**src/rtl/serial_link_drain_pkg.sv**
```systemverilog
// Package for the serial-link FIFO drain controller.
// Holds the sequencer state encoding and the bus word-size helper.
package serial_link_drain_pkg;

    typedef enum logic [2:0] {
        IDLE,
        RD_REQ,
        RD_WAIT,
        WR_REQ,
        WR_WAIT,
        FINISH
    } drain_state_e;

    // Byte lanes in one bus word; also the destination address stride.
    function automatic int unsigned word_bytes(input int unsigned data_width);
        return data_width / 8;
    endfunction

    localparam int unsigned BYTES_PER_WORD = word_bytes(32);

endpackage

```
**src/rtl/serial_link_fifo_drain_ctrl.sv**
```systemverilog
// Drains the serial-link receive FIFO into system memory.
// The controller pops one word from the FIFO reader port (OBI master), then writes it to
// dst_base + i*BYTES_PER_WORD through the memory port (OBI master), repeating for len words.
// There is at most one outstanding transaction per port.
//
// Ports:
//   clk_i, rst_ni                    clock, asynchronous active-low reset
//   start_i, abort_i                 control pulses from the register file
//   dst_base_i, len_i                transfer setup, latched on an accepted start
//   busy_o, done_o, aborted_o        status; done_o is a one-cycle pulse
//   count_o                          words written in the current/last transfer
//   fifo_*                           OBI read master towards the FIFO wrapper
//   mem_*                            OBI write master towards the system bus
module serial_link_fifo_drain_ctrl
    import serial_link_drain_pkg::*;
#(
    parameter int unsigned           DATA_WIDTH = 32,
    parameter int unsigned           ADDR_WIDTH = 32,
    parameter int unsigned           CNT_WIDTH  = 16,
    parameter logic [ADDR_WIDTH-1:0] FIFO_ADDR  = '0
) (
    input  logic                    clk_i,
    input  logic                    rst_ni,
    input  logic                    start_i,
    input  logic                    abort_i,
    input  logic [ADDR_WIDTH-1:0]   dst_base_i,
    input  logic [CNT_WIDTH-1:0]    len_i,
    output logic                    busy_o,
    output logic                    done_o,
    output logic                    aborted_o,
    output logic [CNT_WIDTH-1:0]    count_o,
    output logic                    fifo_req_o,
    input  logic                    fifo_gnt_i,
    input  logic                    fifo_rvalid_i,
    input  logic [DATA_WIDTH-1:0]   fifo_rdata_i,
    output logic [ADDR_WIDTH-1:0]   fifo_addr_o,
    output logic                    fifo_we_o,
    output logic                    mem_req_o,
    input  logic                    mem_gnt_i,
    input  logic                    mem_rvalid_i,
    output logic [ADDR_WIDTH-1:0]   mem_addr_o,
    output logic                    mem_we_o,
    output logic [DATA_WIDTH/8-1:0] mem_be_o,
    output logic [DATA_WIDTH-1:0]   mem_wdata_o
);

    localparam logic [ADDR_WIDTH-1:0] AddrStep = ADDR_WIDTH'(word_bytes(DATA_WIDTH));

    drain_state_e          state_q, state_d;
    logic                  busy_q, busy_d;
    logic                  done_q, done_d;
    logic                  aborted_q, aborted_d;
    logic                  abort_pend_q, abort_pend_d;
    logic [CNT_WIDTH-1:0]  count_q, count_d;
    logic [CNT_WIDTH-1:0]  len_q, len_d;
    logic [ADDR_WIDTH-1:0] addr_q, addr_d;
    logic [DATA_WIDTH-1:0] data_q, data_d;

    always_comb begin
        state_d   = state_q;
        done_d    = 1'b0;
        aborted_d = aborted_q;
        count_d   = count_q;
        len_d     = len_q;
        addr_d    = addr_q;
        data_d    = data_q;

        // Abort is sticky for the rest of a transfer; in IDLE it is ignored, which also
        // makes start win when start and abort arrive together.
        abort_pend_d = (state_q != IDLE) && (abort_pend_q || abort_i);

        unique case (state_q)
            IDLE: begin
                if (start_i) begin
                    len_d     = len_i;
                    addr_d    = dst_base_i;
                    count_d   = '0;
                    aborted_d = 1'b0;
                    state_d   = (len_i == '0) ? FINISH : RD_REQ;
                end
            end
            RD_REQ: begin
                // fifo_req_o is masked while an abort is pending, so leaving here never
                // strands a granted pop.
                if (abort_pend_q) begin
                    state_d = FINISH;
                end else if (fifo_gnt_i) begin
                    state_d = RD_WAIT;
                end
            end
            RD_WAIT: begin
                if (fifo_rvalid_i) begin
                    data_d  = fifo_rdata_i;
                    state_d = WR_REQ;
                end
            end
            WR_REQ: begin
                if (mem_gnt_i) begin
                    state_d = WR_WAIT;
                end
            end
            WR_WAIT: begin
                if (mem_rvalid_i) begin
                    count_d = count_q + CNT_WIDTH'(1);
                    addr_d  = addr_q + AddrStep;
                    if ((count_d == len_q) || abort_pend_q) begin
                        state_d = FINISH;
                    end else begin
                        state_d = RD_REQ;
                    end
                end
            end
            FINISH: begin
                done_d    = 1'b1;
                aborted_d = abort_pend_q;
                state_d   = IDLE;
            end
            default: state_d = IDLE;
        endcase

        busy_d = (state_d != IDLE);
    end

    always_ff @(posedge clk_i or negedge rst_ni) begin
        if (!rst_ni) begin
            state_q      <= IDLE;
            busy_q       <= 1'b0;
            done_q       <= 1'b0;
            aborted_q    <= 1'b0;
            abort_pend_q <= 1'b0;
            count_q      <= '0;
            len_q        <= '0;
            addr_q       <= '0;
            data_q       <= '0;
        end else begin
            state_q      <= state_d;
            busy_q       <= busy_d;
            done_q       <= done_d;
            aborted_q    <= aborted_d;
            abort_pend_q <= abort_pend_d;
            count_q      <= count_d;
            len_q        <= len_d;
            addr_q       <= addr_d;
            data_q       <= data_d;
        end
    end

    assign busy_o    = busy_q;
    assign done_o    = done_q;
    assign aborted_o = aborted_q;
    assign count_o   = count_q;

    assign fifo_req_o  = (state_q == RD_REQ) && !abort_pend_q;
    assign fifo_addr_o = FIFO_ADDR;
    assign fifo_we_o   = 1'b0;

    // Address and data only move in IDLE/WR_WAIT and RD_WAIT, so they hold during WR_REQ.
    assign mem_req_o   = (state_q == WR_REQ);
    assign mem_addr_o  = addr_q;
    assign mem_we_o    = 1'b1;
    assign mem_be_o    = '1;
    assign mem_wdata_o = data_q;

endmodule

```
**config.mk**
```make
export PLATFORM = sky130hd
export DESIGN_NAME = serial_link_fifo_drain_ctrl
export DESIGN_NICKNAME = d
export VERILOG_FILES = /design/src/rtl/serial_link_drain_pkg.sv /design/src/rtl/serial_link_fifo_drain_ctrl.sv
export SDC_FILE = /design/constraint.sdc
export NUM_CORES = 1
export LEC_CHECK = 0
export CAP_MARGIN = 20
export CORE_MARGIN = 8
export CORE_UTILIZATION = 48
export DETAILED_ROUTE_END_ITERATION = 8
export GPL_TIMING_DRIVEN = 0
export PLACE_DENSITY = 0.9
export SYNTH_ARGS = -nofsm -noshare
export SYNTH_HDL_FRONTEND = slang
export SYNTH_SLANG_ARGS = --single-unit
```
**constraint.sdc**
```tcl
create_clock -name clk_i -period 2.9 [get_ports clk_i]
set_input_delay 0.435 -clock clk_i [delete_from_list [all_inputs] [get_ports clk_i]]
set_output_delay 0.435 -clock clk_i [all_outputs]
set_load 0.02 [all_outputs]
```
==> load_flow_metrics.sql <==
INSERT INTO impl_metrics (metric_group, metric, value, unit) VALUES
('power', 'total_leakage_power', '3.47', 'nW'),
('clock_tree', 'clock_sink_count', '103', ''),
('timing', 'final_setup_violating_endpoints', '0', ''),
('floorplan', 'fp-row-count', '39', ''),
('worst_setup_path', 'crit_path_start_kind', 'register', ''),
('timing', 'worst-slew-pin-transition', '0.727', 'ns'),
('global_route', 'gr-usage-met1', '28.3', '%'),
('timing', 'timing.final.hold_violations', '0', ''),
('worst_setup_path', 'beginning_of_the_worst_register_to_register_path', 'state_q[1]', ''),
('finish', 'layoutNonFillerInstCount', '981', ''),
('clock_tree', 'postCtsSetupRepairBufs', '0', ''),
('clock_tree', 'postCtsHoldBufs', '0', ''),
('global_route', 'met3_usage', '4.77', '%'),
('power', 'irDropWorstVdd', '0.676', 'mV'),
('timing', 'hold_ws', '0.114', 'ns'),
('synth', 'synth-simple-area-share', '19.8', '%'),
('global_route', 'grt_first_pass_wirelength', '28500', 'um'),
('clock_tree', 'clock_root_cell', 'sky130_fd_sc_hd__clkbuf_16', ''),
('placed_design', 'place.port_buffers', '172', ''),
('synth', 'post_synth_inst_count', '613', ''),
('worst_setup_path', 'worst_setup_path_startpoint', 'state_q[0]', ''),
('timing', 'fmax', '402', 'MHz'),
('floorplan', 'core_area', '11500', 'um^2'),
('synth', 'post_synth_xor_area_fraction', '2.94', '%'),
('worst_setup_path', 'timing.critical_path.to_type', 'output pin', ''),
('run_status', 'outcome', 'complete, no violations', ''),
('global_route', 'number_of_global_route_vias_before_repair', '5372', ''),
('global_route', 'pin_count_of_the_biggest_net_entering_global_routing', '54', ''),
('finish', 'n_antenna_cell', '0', ''),
('synth', 'most_common_library_cells_after_synthesis', 'sky130_fd_sc_hd__dfrtp_1 (103), sky130_fd_sc_hd__nand2_1 (100), sky130_fd_sc_hd__o21ai_0 (52), sky130_fd_sc_hd__a21oi_1 (46), sky130_fd_sc_hd__buf_4 (38)', ''),
('placed_design', 'place_inst', '965', ''),
('synth', 'syn-mean-instance-area', '9.22', 'um^2'),
('drt', 'drt_iter0_drc', '678', ''),
('synth', 'synth_compound_gate_area_share', '16.2', '%'),
('synth', 'yosysMostFrequentCell', 'sky130_fd_sc_hd__dfrtp_1', ''),
('drt', 'drt-wirelength-per-cell', '18.2', 'um'),
('drt', 'vias_per_cell', '5.60', ''),
('finish', 'drive_above_1_share', '13.4', '%'),
('synth', 'synth_sequential_area_ratio', '45.6', '%'),
('synth', 'netlist.top_cell.by_area', 'sky130_fd_sc_hd__dfrtp_1', ''),
('global_route', 'gr-usage-met2', '35.1', '%'),
('timing', 'timing.max_slew.rel_slack', '51.5', '%'),
('worst_setup_path', 'critical_path_required', '2.47', 'ns'),
('placed_design', 'hpwl', '13600', 'um'),
('global_route', 'most_used_routing_layer_in_global_routing', 'met2', ''),
('clock_tree', 'clock_latency', '0.35', 'ns'),
('synth', 'synth_top_family_by_area', 'simple AND/OR/NAND/NOR gates', ''),
('clock_tree', 'clock_tree_from_tritoncts', 'yes', ''),
('clock_tree', 'cts.clk_slew.worst_paths', '0.08', 'ns'),
('synth', 'synthesis.area', '5650', 'um^2'),
('drt', 'routed_wl', '17900', 'um'),
('synth', 'synth_adder_area_share', '0.443', '%'),
('floorplan', 'initial_utilization', '49.3', '%'),
('clock_tree', 'cts_resized', '0', ''),
('timing', 'post-route-period-util', '85.7', '%'),
('synth', 'number_of_synthesized_flops_with_an_enable_pin', '0', ''),
('placed_design', 'finalWeightedCongestion', '0.928', ''),
('synth', 'synthFlopType', 'sky130_fd_sc_hd__dfrtp_1', ''),
('finish', 'synthesis_to_finish_area_growth', '41.7', '%'),
('global_route', 'grt.total_usage', '22.1', '%'),
('worst_setup_path', 'worst-path-max-fanout', '10', ''),
('drt', 'drt_drc_violations_left', '0', ''),
('clock_tree', 'ctsHtreeMaxLevel', '3', ''),
('synth', 'synth-async-reset-ratio', '100', '%'),
('finish', 'finish.net_count', '923', ''),
('worst_setup_path', 'worst-setup-path-type', 'reg2out', ''),
('drt', 'via_total_after_detailed_routing', '5495', ''),
('min_path', 'min_path_type', 'in2async', ''),
('floorplan', 'die_area', '15500', 'um^2'),
('job', 'cap_viol_max_count', '0', ''),
('drt', 'antenna_left', '0', '');
## sequential cells by signal (all words and copies together), names as in the netlist
register / count
mem_addr_o: 32
mem_wdata_o: 32
count_o: 16
len_q: 16
state_q: 3
abort_pend_q: 1
aborted_o: 1
busy_o: 1
done_o: 1
## critical path: stages (launching register included)
cell                              delay [ns]
sky130_fd_sc_hd__dfrtp_1                0.44
sky130_fd_sc_hd__clkbuf_1               0.32
sky130_fd_sc_hd__nor4b_1                0.27
sky130_fd_sc_hd__clkdlybuf4s50_1        0.67
## worst paths after layout
check | to | slack, ns | cells past startpoint
worst max-delay path | fifo_req_o | 0.41 | 3
worst min-delay path | mem_wdata_o[10] | 0.11 | 1
worst max register to register | mem_addr_o[26] | 0.58 | 7
worst min register to register | mem_addr_o[1] | 0.49 | 2
max in group asynchronous | count_o[2] | 2.08 | 2
min in group clk_i | mem_addr_o[1] | 0.49 | 2
## logic make-up after synthesis
group | Yosys count
AOI/OAI and AO/OA | 154
DFF | 103
and+or+nand+nor | 223
adders and majority gates | 2
xor gates and xnor gates | 19
buffers and inverters | 76
muxes | 34
other | 2
## where the power goes
part | internal [mW] | total (mW) | switching (mW)
clock | 0.612 | 1.21 | 0.595
sequential | 2.04 | 2.59 | 0.547
combinational | 1.82 | 4.05 | 2.23
## layer usage
metal	wire (um)	part of all wire (%)
met1	7630	43
met2	8390	47
met3	1260	7.0
met4	612	3.4
met5	0	0
## final cells by class
type	instances	area, um^2
Multi-Input combinational cell	470	2750
Clock buffer	9	225
Inverter	5	18.8
Tap cell	143	179
Clock inverter	7	73.8
Timing Repair Buffer	173	1750
Fill cell	907	3450
Sequential cell	103	2580
Buffer	71	439
## metrics by stage
step	power, mW	utilization (%)	setup slack [ns]	TNS [ns]	instance area [um^2]
final	7.85	69.9	0.414	0	8010
after global routing	8.32	69.9	0.242	0	8010
after CTS	7.87	69.9	0.412	0	8010
after detailed placement	6.64	67.3	0.296	0	7710
after global placement	6.50	67.1	-2.54	-260.60	7690
after floorplan	4.86	-	0.780	0	5790
## layout by cell type, fill, tap and decap left out, types with 3 or more instances in the layout
cell type                           n
sky130_fd_sc_hd__clkdlybuf4s50_1  171
sky130_fd_sc_hd__nor2_1            34
sky130_fd_sc_hd__conb_1            38
sky130_fd_sc_hd__nand3_1           13
sky130_fd_sc_hd__o21ai_0           52
sky130_fd_sc_hd__nor3b_1            6
sky130_fd_sc_hd__nand3_2            3
sky130_fd_sc_hd__a21oi_1           46
sky130_fd_sc_hd__a2bb2oi_1          4
sky130_fd_sc_hd__dfrtp_1          103
sky130_fd_sc_hd__a31oi_1            6
sky130_fd_sc_hd__clkbuf_1          17
sky130_fd_sc_hd__and2_1             6
sky130_fd_sc_hd__nor4_1            10
sky130_fd_sc_hd__nor3_1             8
sky130_fd_sc_hd__nand2_1          100
sky130_fd_sc_hd__xor2_1             8
sky130_fd_sc_hd__mux2_1             4
sky130_fd_sc_hd__o31ai_1            9
sky130_fd_sc_hd__buf_4             39
sky130_fd_sc_hd__a21o_1             3
sky130_fd_sc_hd__o22ai_1           11
sky130_fd_sc_hd__or3_1              7
sky130_fd_sc_hd__and3_1            11
sky130_fd_sc_hd__mux2_2            29
sky130_fd_sc_hd__a22o_1             3
sky130_fd_sc_hd__inv_1              5
sky130_fd_sc_hd__buf_2             12
sky130_fd_sc_hd__nor2b_1            3
sky130_fd_sc_hd__clkbuf_16          9
sky130_fd_sc_hd__xnor2_1           11
sky130_fd_sc_hd__a32oi_1            3
sky130_fd_sc_hd__nand4_1            9
No activity file was read; power rests on OpenSTA's default activity.
